## config.mk

```make
export PLATFORM = sky130hd
export DESIGN_NAME = scene_sequencer_flat
export DESIGN_NICKNAME = d
export VERILOG_FILES = /design/src/rtl/demo_pkg.sv /design/src/rtl/scene_sequencer_if.sv /design/src/rtl/scene_sequencer_btn_debounce.sv /design/src/rtl/scene_sequencer.sv /design/src/flat_wrapper.sv
export SDC_FILE = /design/constraint.sdc
export NUM_CORES = 1
export LEC_CHECK = 0
export ABC_CLOCK_PERIOD_IN_PS = 4800
export CAP_MARGIN = 20
export CORE_MARGIN = 2
export CORE_UTILIZATION = 60
export CTS_CLUSTER_DIAMETER = 150
export DETAILED_ROUTE_END_ITERATION = 7
export PLACE_DENSITY = 0.85
export REMOVE_ABC_BUFFERS = 1
export SETUP_SLACK_MARGIN = 0.2
export SYNTH_ARGS = -nofsm -noshare
export SYNTH_HDL_FRONTEND = slang
export SYNTH_SLANG_ARGS = --single-unit
```

## constraint.sdc

```tcl
create_clock -name clk -period 4.8 [get_ports clk]
set_clock_uncertainty 0.05 [all_clocks]
set_input_delay 0.72 -clock clk [delete_from_list [all_inputs] [get_ports clk]]
set_output_delay 0.72 -clock clk [all_outputs]
set_load 0.05 [all_outputs]
```

## src/rtl/demo_pkg.sv

```systemverilog
`default_nettype none
// ============================================================================
// Package     : demo_pkg
// Description : Shared definitions for the demoscene video path. It holds
//               the scene sequencer state encodings, the brightness range and
//               the scene index width. The VGA colour mux uses the same
//               constants, so both sides agree on the scene/fade encoding.
// Revision    : 1.0 - initial release
// ============================================================================
package demo_pkg;

  localparam int SCENE_W = 2;
  localparam int FADE_W  = 2;

  localparam logic [FADE_W-1:0] FADE_MAX = 2'd3;

  typedef enum logic [1:0] {
    HOLD     = 2'd0,
    FADE_OUT = 2'd1,
    SWITCH   = 2'd2,
    FADE_IN  = 2'd3
  } seq_state_t;

  // Advance the scene index and wrap after the last scene.
  function automatic logic [SCENE_W-1:0] next_scene(
    input logic [SCENE_W-1:0] cur,
    input logic [SCENE_W-1:0] last
  );
    return (cur == last) ? '0 : cur + SCENE_W'(1);
  endfunction

endpackage
`default_nettype wire

```

## src/rtl/scene_sequencer_if.sv

```systemverilog
`default_nettype none
// ============================================================================
// Interface   : scene_sequencer_if
// Description : Bundles the signals between the timing/button side and the
//               scene sequencer.
//   vsync, btn_next, pause : driven by the master (timing gen / panel)
//   scene, fade            : current scene index and brightness level
//   scene_changed, busy    : pulse on scene update / transition in progress
// Revision    : 1.0 - initial release
// ============================================================================
interface scene_sequencer_if;
  import demo_pkg::*;

  logic               vsync;
  logic               btn_next;
  logic               pause;
  logic [SCENE_W-1:0] scene;
  logic [FADE_W-1:0]  fade;
  logic               scene_changed;
  logic               busy;

  modport master (
    output vsync, btn_next, pause,
    input  scene, fade, scene_changed, busy
  );

  modport slave (
    input  vsync, btn_next, pause,
    output scene, fade, scene_changed, busy
  );

endinterface
`default_nettype wire

```

## src/rtl/scene_sequencer_btn_debounce.sv

```systemverilog
`default_nettype none
// ============================================================================
// Module      : btn_debounce
// Description : Synchronises the raw push button and debounces it at frame
//               rate. After a 0 sample, DEBOUNCE_FRAMES consecutive 1 samples
//               produce a single one-cycle press pulse. A new press needs a 0
//               sample first.
//   clk, rst   : clock, synchronous active-high reset
//   frame_tick : one-cycle pulse per frame, sampling strobe
//   btn        : raw asynchronous button, active high
//   press      : one-cycle pulse per debounced press
// Revision    : 1.0 - initial release
// ============================================================================
module btn_debounce #(
  parameter int DEBOUNCE_FRAMES = 2
) (
  input  logic clk,
  input  logic rst,
  input  logic frame_tick,
  input  logic btn,
  output logic press
);

  localparam int               CNT_W    = $clog2(DEBOUNCE_FRAMES + 1);
  localparam logic [CNT_W-1:0] CNT_LAST = CNT_W'(DEBOUNCE_FRAMES - 1);

  logic             r_sync1;
  logic             r_sync2;
  logic             r_armed;
  logic [CNT_W-1:0] r_cnt;
  logic             r_press;

  always_ff @(posedge clk) begin
    if (rst) begin
      r_sync1 <= 1'b0;
      r_sync2 <= 1'b0;
      r_armed <= 1'b0;
      r_cnt   <= '0;
      r_press <= 1'b0;
    end else begin
      r_sync1 <= btn;
      r_sync2 <= r_sync1;
      r_press <= 1'b0;
      if (frame_tick) begin
        if (!r_sync2) begin
          // A released sample re-arms detection and restarts the run.
          r_armed <= 1'b1;
          r_cnt   <= '0;
        end else if (r_armed) begin
          if (r_cnt == CNT_LAST) begin
            r_press <= 1'b1;
            r_armed <= 1'b0;
            r_cnt   <= '0;
          end else begin
            r_cnt <= r_cnt + CNT_W'(1);
          end
        end
      end
    end
  end

  assign press = r_press;

endmodule
`default_nettype wire

```

## src/rtl/scene_sequencer.sv

```systemverilog
`default_nettype none
// ============================================================================
// Module      : scene_sequencer
// Description : Frame-rate scene scheduler for the demoscene colour mux.
//               It holds each scene for SCENE_FRAMES frames, then fades down
//               in three steps, switches the scene index and fades back up.
//               A debounced "next" press forces an early transition.
//   clk, rst : pixel clock, synchronous active-high reset
//   bus      : slave side of scene_sequencer_if (vsync, btn_next, pause in;
//              scene, fade, scene_changed, busy out, all registered)
// Revision    : 1.0 - initial release
// ============================================================================
module scene_sequencer
  import demo_pkg::*;
#(
  parameter int SCENE_FRAMES    = 180,
  parameter int FADE_FRAMES     = 4,
  parameter int NUM_SCENES      = 4,
  parameter int DEBOUNCE_FRAMES = 2
) (
  input  logic               clk,
  input  logic               rst,
  scene_sequencer_if.slave   bus
);

  localparam int                 HOLD_W     = $clog2(SCENE_FRAMES);
  localparam int                 STEP_W     = $clog2(FADE_FRAMES) + 1;
  localparam logic [HOLD_W-1:0]  HOLD_LAST  = HOLD_W'(SCENE_FRAMES - 1);
  localparam logic [STEP_W-1:0]  STEP_LAST  = STEP_W'(FADE_FRAMES - 1);
  localparam logic [SCENE_W-1:0] SCENE_LAST = SCENE_W'(NUM_SCENES - 1);

  logic               r_vs_sync1;
  logic               r_vs_sync2;
  logic               r_vs_prev;
  seq_state_t         r_state;
  logic [HOLD_W-1:0]  r_hold_cnt;
  logic [STEP_W-1:0]  r_step_cnt;
  logic               r_pending;
  logic [SCENE_W-1:0] r_scene;
  logic [FADE_W-1:0]  r_fade;
  logic               r_scene_changed;
  logic               r_busy;

  logic w_frame_tick;
  logic w_press;
  logic w_timer_done;
  logic w_start;

  // Falling edge of the synchronised vsync marks one frame.
  assign w_frame_tick = r_vs_prev & ~r_vs_sync2;

  btn_debounce #(
    .DEBOUNCE_FRAMES (DEBOUNCE_FRAMES)
  ) u_btn_debounce (
    .clk        (clk),
    .rst        (rst),
    .frame_tick (w_frame_tick),
    .btn        (bus.btn_next),
    .press      (w_press)
  );

  assign w_timer_done = w_frame_tick & ~bus.pause & (r_hold_cnt == HOLD_LAST);
  assign w_start      = (r_state == HOLD) & (r_pending | w_timer_done);

  always_ff @(posedge clk) begin
    if (rst) begin
      r_vs_sync1      <= 1'b1;
      r_vs_sync2      <= 1'b1;
      r_vs_prev       <= 1'b1;
      r_state         <= HOLD;
      r_hold_cnt      <= '0;
      r_step_cnt      <= '0;
      r_pending       <= 1'b0;
      r_scene         <= '0;
      r_fade          <= FADE_MAX;
      r_scene_changed <= 1'b0;
      r_busy          <= 1'b0;
    end else begin
      r_vs_sync1      <= bus.vsync;
      r_vs_sync2      <= r_vs_sync1;
      r_vs_prev       <= r_vs_sync2;
      r_scene_changed <= 1'b0;

      // Single pending flag. When a transition starts it consumes the flag;
      // a press landing in that same cycle only survives if nothing was
      // already pending, so a held-over press never causes two transitions.
      if (w_start) begin
        r_pending <= w_press & ~r_pending;
      end else if (w_press) begin
        r_pending <= 1'b1;
      end

      case (r_state)
        HOLD: begin
          if (w_start) begin
            r_state    <= FADE_OUT;
            r_busy     <= 1'b1;
            r_hold_cnt <= '0;
            r_step_cnt <= '0;
          end else if (w_frame_tick && !bus.pause) begin
            r_hold_cnt <= r_hold_cnt + HOLD_W'(1);
          end
        end

        FADE_OUT: begin
          if (w_frame_tick) begin
            if (r_step_cnt == STEP_LAST) begin
              r_step_cnt <= '0;
              r_fade     <= r_fade - 2'd1;
              if (r_fade == 2'd1) begin
                r_state <= SWITCH;
              end
            end else begin
              r_step_cnt <= r_step_cnt + STEP_W'(1);
            end
          end
        end

        SWITCH: begin
          r_scene         <= next_scene(r_scene, SCENE_LAST);
          r_scene_changed <= 1'b1;
          r_state         <= FADE_IN;
        end

        FADE_IN: begin
          if (w_frame_tick) begin
            if (r_step_cnt == STEP_LAST) begin
              r_step_cnt <= '0;
              r_fade     <= r_fade + 2'd1;
              if (r_fade == FADE_MAX - 2'd1) begin
                r_state    <= HOLD;
                r_busy     <= 1'b0;
                r_hold_cnt <= '0;
              end
            end else begin
              r_step_cnt <= r_step_cnt + STEP_W'(1);
            end
          end
        end

        default: begin
          r_state <= HOLD;
        end
      endcase
    end
  end

  assign bus.scene         = r_scene;
  assign bus.fade          = r_fade;
  assign bus.scene_changed = r_scene_changed;
  assign bus.busy          = r_busy;

endmodule
`default_nettype wire

```

## src/flat_wrapper.sv

```systemverilog
// flat-port wrapper written by rule: the top's interface ports become plain ports
module scene_sequencer_flat import demo_pkg::*;
#(
  parameter int SCENE_FRAMES    = 180,
  parameter int FADE_FRAMES     = 4,
  parameter int NUM_SCENES      = 4,
  parameter int DEBOUNCE_FRAMES = 2
)
  (clk, rst, bus_vsync, bus_btn_next, bus_pause, bus_scene, bus_fade, bus_scene_changed, bus_busy);
  scene_sequencer_if bus_i ();
  input  logic clk;
  input  logic rst;
  input wire logic [$bits(bus_i.vsync)-1:0] bus_vsync;
  input wire logic [$bits(bus_i.btn_next)-1:0] bus_btn_next;
  input wire logic [$bits(bus_i.pause)-1:0] bus_pause;
  output wire logic [$bits(bus_i.scene)-1:0] bus_scene;
  output wire logic [$bits(bus_i.fade)-1:0] bus_fade;
  output wire logic [$bits(bus_i.scene_changed)-1:0] bus_scene_changed;
  output wire logic [$bits(bus_i.busy)-1:0] bus_busy;
  assign bus_i.vsync = bus_vsync;
  assign bus_i.btn_next = bus_btn_next;
  assign bus_i.pause = bus_pause;
  assign bus_scene = bus_i.scene;
  assign bus_fade = bus_i.fade;
  assign bus_scene_changed = bus_i.scene_changed;
  assign bus_busy = bus_i.busy;
  scene_sequencer #(.SCENE_FRAMES(SCENE_FRAMES), .FADE_FRAMES(FADE_FRAMES), .NUM_SCENES(NUM_SCENES), .DEBOUNCE_FRAMES(DEBOUNCE_FRAMES)) u_core (.clk(clk), .rst(rst), .bus(bus_i));
endmodule
```

* Word-level counts from Yosys, hierarchy flattened
Index checks and enable logic that the tools add are counted.
** Storage, ports and cells
- Register bits after elaboration :: 29
- Input bits :: 5
- Output and inout bits :: 6
** Cells by class
- Add/subtract/negate cells :: 6
- Equality and inequality tests :: 19
- Multiplexer cells :: 39
- Bitwise logic cells :: 12
- Reductions and logical operators :: 15
** Operator list (count)
- $mux W8 :: 5
- $mux W2 :: 15
- $ne A2 B1 Y1 const B :: 9
- $pmux W8 S2 :: 1
- $reduce_and A5 Y1 :: 3
- $mux W1 :: 11
- $mux W3 :: 3
- $add A8 B1 Y8 const B :: 1
- $eq A2 B2 Y1 const B :: 4
- $eq A8 B8 Y1 const B :: 1
- $pmux W2 S4 :: 1
- $reduce_bool A2 Y1 :: 4
- $reduce_and A7 Y1 :: 1
- $add A2 B1 Y2 const B :: 3
- $eq A2 B1 Y1 const B :: 3
- $not A1 Y1 :: 6
- $pmux W3 S2 :: 1
- $and A1 B1 Y1 :: 5
- $pmux W2 S2 :: 1
- $reduce_or A4 Y1 :: 1
- $add A3 B1 Y3 const B :: 1
- $eq A3 B2 Y1 const B :: 1
- $ne A3 B2 Y1 const B :: 1
- $reduce_and A3 Y1 :: 1
- 8 further kinds :: 8

* Logic depth before layout (Yosys ltp)
- Depth after elaboration :: 8
- Depth in mapped cells :: 6

* Cells and area by module
From an unflattened synthesis, not the netlist that was laid out.
** Second synthesis, totals
- Cell total of the unflattened synthesis :: 158
- Area total of the unflattened synthesis :: 1472.7 µm²
** Modules (own cells, without submodules)
- scene_sequencer :: instances 1, cells an instance 137, area an instance 1257.5 µm², sequential area each 460.4 µm²
- btn_debounce :: instances 1, cells an instance 21, area an instance 215.2 µm², sequential area each 120.1 µm²

* Least setup slack after synthesis
No wires, ideal clock.
- Kind :: input to register
- Start :: input port rst
- End :: register u_core.r_hold_cnt[5]
- Library setup time :: 0.074 ns
- Arrival :: 1.977 ns
- Required time :: 4.676 ns
- Path slack :: 2.699 ns
- Stages :: 5
- Path through :: clkbuf_8 or4b_1 a211oi_4 a41oi_1 a31oi_1
** RTL lines
- start: declaration :: RTL line flat_wrapper.sv:12 : input logic rst;
- end signal: assignment :: RTL line scene_sequencer.sv:101 : r_hold_cnt <= r_hold_cnt + HOLD_W'(1);
- end: declaration :: RTL line scene_sequencer.sv:36 : logic [HOLD_W-1:0] r_hold_cnt;

==> summary.txt <==
Outcome: finished clean
Yosys reg bits: 29
Drt wl/cell: 14.2 um
R2R setup slack: 2.54 ns
Die span in y: 53.9 um
Largest net degree at the start of global routing: 20
Final Wtd Congestion: 0.790
Main combinational cell family by area after synthesis: simple AND/OR/NAND/NOR gates
Fmax: 381 MHz
Most frequent cells in the layout: dfxtp_1 (29), nor2_1 (12), a21oi_1 (12)
Post-route minimum period: 2.63 ns
Area Overhead vs Synth: 10.9%
Design Power: 530 uW
Vias in the first global route: 1076
CTS tree: done
Mapped cell area: 1490 um^2
Number of gates resized after CTS: 0
Setup CP Type: input pin to flip-flop
Root buffer cell: clkbuf_4
XOR/XNOR Fraction of Synth Area: 0.00587
I/O pins: 11
CTS clk-pin slew, worst paths: 0.09 ns
Peak VDD IR: 302 uV
DP HPWL: 2060 um
Initial DRC count: 33
Post-CTS setup buffers: 0
Synth Area in Simple Gates: 0.227
Post-Syn Instances: 157
Fin Hold WS: 0.383 ns
Die width: 53.9 um
TritonCTS buffer count: 5
Syn_area_per_cell: 9.51 um^2
Critical Path Fanout Max: 19
Starting density of the core: 0.619
Number of max-cap violations: 0
Cell Rows: 18
Worst slew margin: 0.381
Global-route wire length before repair: 4610 um
Dpl ws: 1.85 ns
Hold-fix buffers, CTS: 0
Post-synthesis cell type count: 46
DR pass1 iterations: 4
Final-stage net count: 185
Final setup margin: 2.17 ns
Worst-case clock buffer depth: 2
EDFF count, synth: 0
Fraction of layout cells with a size suffix above 1: 0.141
Worst hold path class: flip-flop to flip-flop
Via-per-instance ratio: 6.01
Ant. Diodes: 0
Critical Path Sink Type: flip-flop
Full die area: 2900 um^2
Crit path DAT: 2.84 ns
RSZ-0062 raised after global routing: false
Setup TNS: 0 ns
Lkg Pwr: 0.606 nW
Remaining DRCs: 0
Final setup vio count: 0
Detail Route Antenna Nets: 0
Mux cell area share after synthesis: 0.0142
Initial antenna violation count: 0
CTS Sinks: 29
Post-synthesis adder-cell area fraction: 0.0838
Worst skew pair latency: 0.33 ns
Via count: 1201
IO Port Bufs: 10
WP data required: 5.01 ns
Pwr per Cell Area: 320 nW/um^2
Commonest non-fill, non-tap cell in the layout: dfxtp_1
Pins over their slew limit: 0
Final hold violations: 0
Total congestion overflow: 0
GRT Util Overall: 0.226
Final wirelength: 2840 um
CP Launch Type: input pin
Final period utilization: 0.547
Synth Warn #: 0
Sequential-to-total area share from yosys stat: 0.389
Synth Flop Type: dfxtp_1
H-tree depth: 2
Synth Area in Compound Gates: 0.220
Actual slew at the worst max-slew pin: 0.921 ns
Async S/R FF share, synth: 0
Core ar.: 2410 um^2
## final cells by class
cell class              count  area, um^2
flip-flops and latches     29         581
inverters                  11        41.3
repair buffers             10         100
clock buffers               5        37.5
clock inverters             2        35.0
well taps                  30        37.5
multi-input cells         113         823
fillers                   179         754
## cell usage after synthesis, types with 2 or more instances
cell type / count / area [um^2]
a21oi_1: 12 / 60.1
nand3_1: 4 / 20.0
a21boi_0: 2 / 15.0
dfxtp_1: 29 / 581
buf_6: 3 / 33.8
nor3_1: 3 / 15.0
o21ai_0: 6 / 30.0
or3_1: 2 / 12.5
nor2_1: 12 / 45.0
inv_1: 10 / 37.5
or4b_1: 2 / 20.0
nand2_1: 8 / 30.0
nor3b_1: 2 / 15.0
ha_1: 10 / 125
o22ai_1: 2 / 12.5
nor2b_1: 3 / 18.8
a31oi_1: 8 / 50.1
or2_2: 3 / 18.8
o211ai_1: 6 / 45.0
or3b_2: 2 / 17.5
and3_2: 3 / 22.5
## power by group
group | leakage [nW] | switching, mW | internal (mW)
sequential | 0.235 | 0.00703 | 0.246
combinational | 0.330 | 0.0520 | 0.0339
clock | 0.0410 | 0.0851 | 0.106
## state kept, by name, summed over array words and instances, names as in the netlist
| name | count |
|---|---|
| u_core.r_hold_cnt | 8 |
| u_core.r_step_cnt | 3 |
| u_core.bus.fade | 2 |
| u_core.bus.scene | 2 |
| u_core.r_state | 2 |
| u_core.u_btn_debounce.r_cnt | 2 |
| u_core.bus.busy | 1 |
| u_core.bus.scene_changed | 1 |
| u_core.r_pending | 1 |
| u_core.r_vs_prev | 1 |
| u_core.r_vs_sync1 | 1 |
| u_core.r_vs_sync2 | 1 |
| u_core.u_btn_debounce.press | 1 |
| u_core.u_btn_debounce.r_armed | 1 |
| u_core.u_btn_debounce.r_sync1 | 1 |
| u_core.u_btn_debounce.r_sync2 | 1 |
## cell families after synthesis
group	count (synthesis)
adder cells (fa/ha/maj)	10
XOR/XNOR	1
AND/OR/NAND/NOR	54
buffers and inverters	15
flip-flops	29
AO/OA/AOI/OAI	46
multiplexers	2
## routing by layer
layer  global-route usage  vias to the layer above  wire length [um]
li1                     -                      603                 -
met1                0.262                      576              1280
met2                0.372                       18              1400
met3               0.0833                        4               114
met4               0.0983                        0                51
met5                    0                        -                 0
## critical path, stage by stage
cell and delay (ns):
clkdlybuf4s50_1 0.73, or4b_1 0.66, a211oi_4 0.41, a41oi_1 0.16
a31oi_1 0.16
## path summary, 6_finish.rpt
check | startpoint | to | cells past startpoint
worst max register to register | u_core.r_state[0]$_SDFFE_PP0P_ | u_core.r_hold_cnt[6]$_SDFFE_PP0P_ | 6
worst max-delay path | rst | u_core.r_hold_cnt[5]$_SDFFE_PP0P_ | 5
worst min-delay path | u_core.r_vs_sync1$_SDFF_PP1_ | u_core.r_vs_sync2$_SDFF_PP1_ | 1
worst min register to register | u_core.r_vs_sync1$_SDFF_PP1_ | u_core.r_vs_sync2$_SDFF_PP1_ | 1
## stage by stage
step	instance area, um^2	utilization	std cells
after floorplan	1450	-	153
after global placement	1580	0.657	193
after detailed placement	1580	0.657	193
after CTS	1660	0.687	200
after global routing	1660	0.687	200
final	1660	0.687	200
Note: power is estimated with default switching activity, not from simulation.
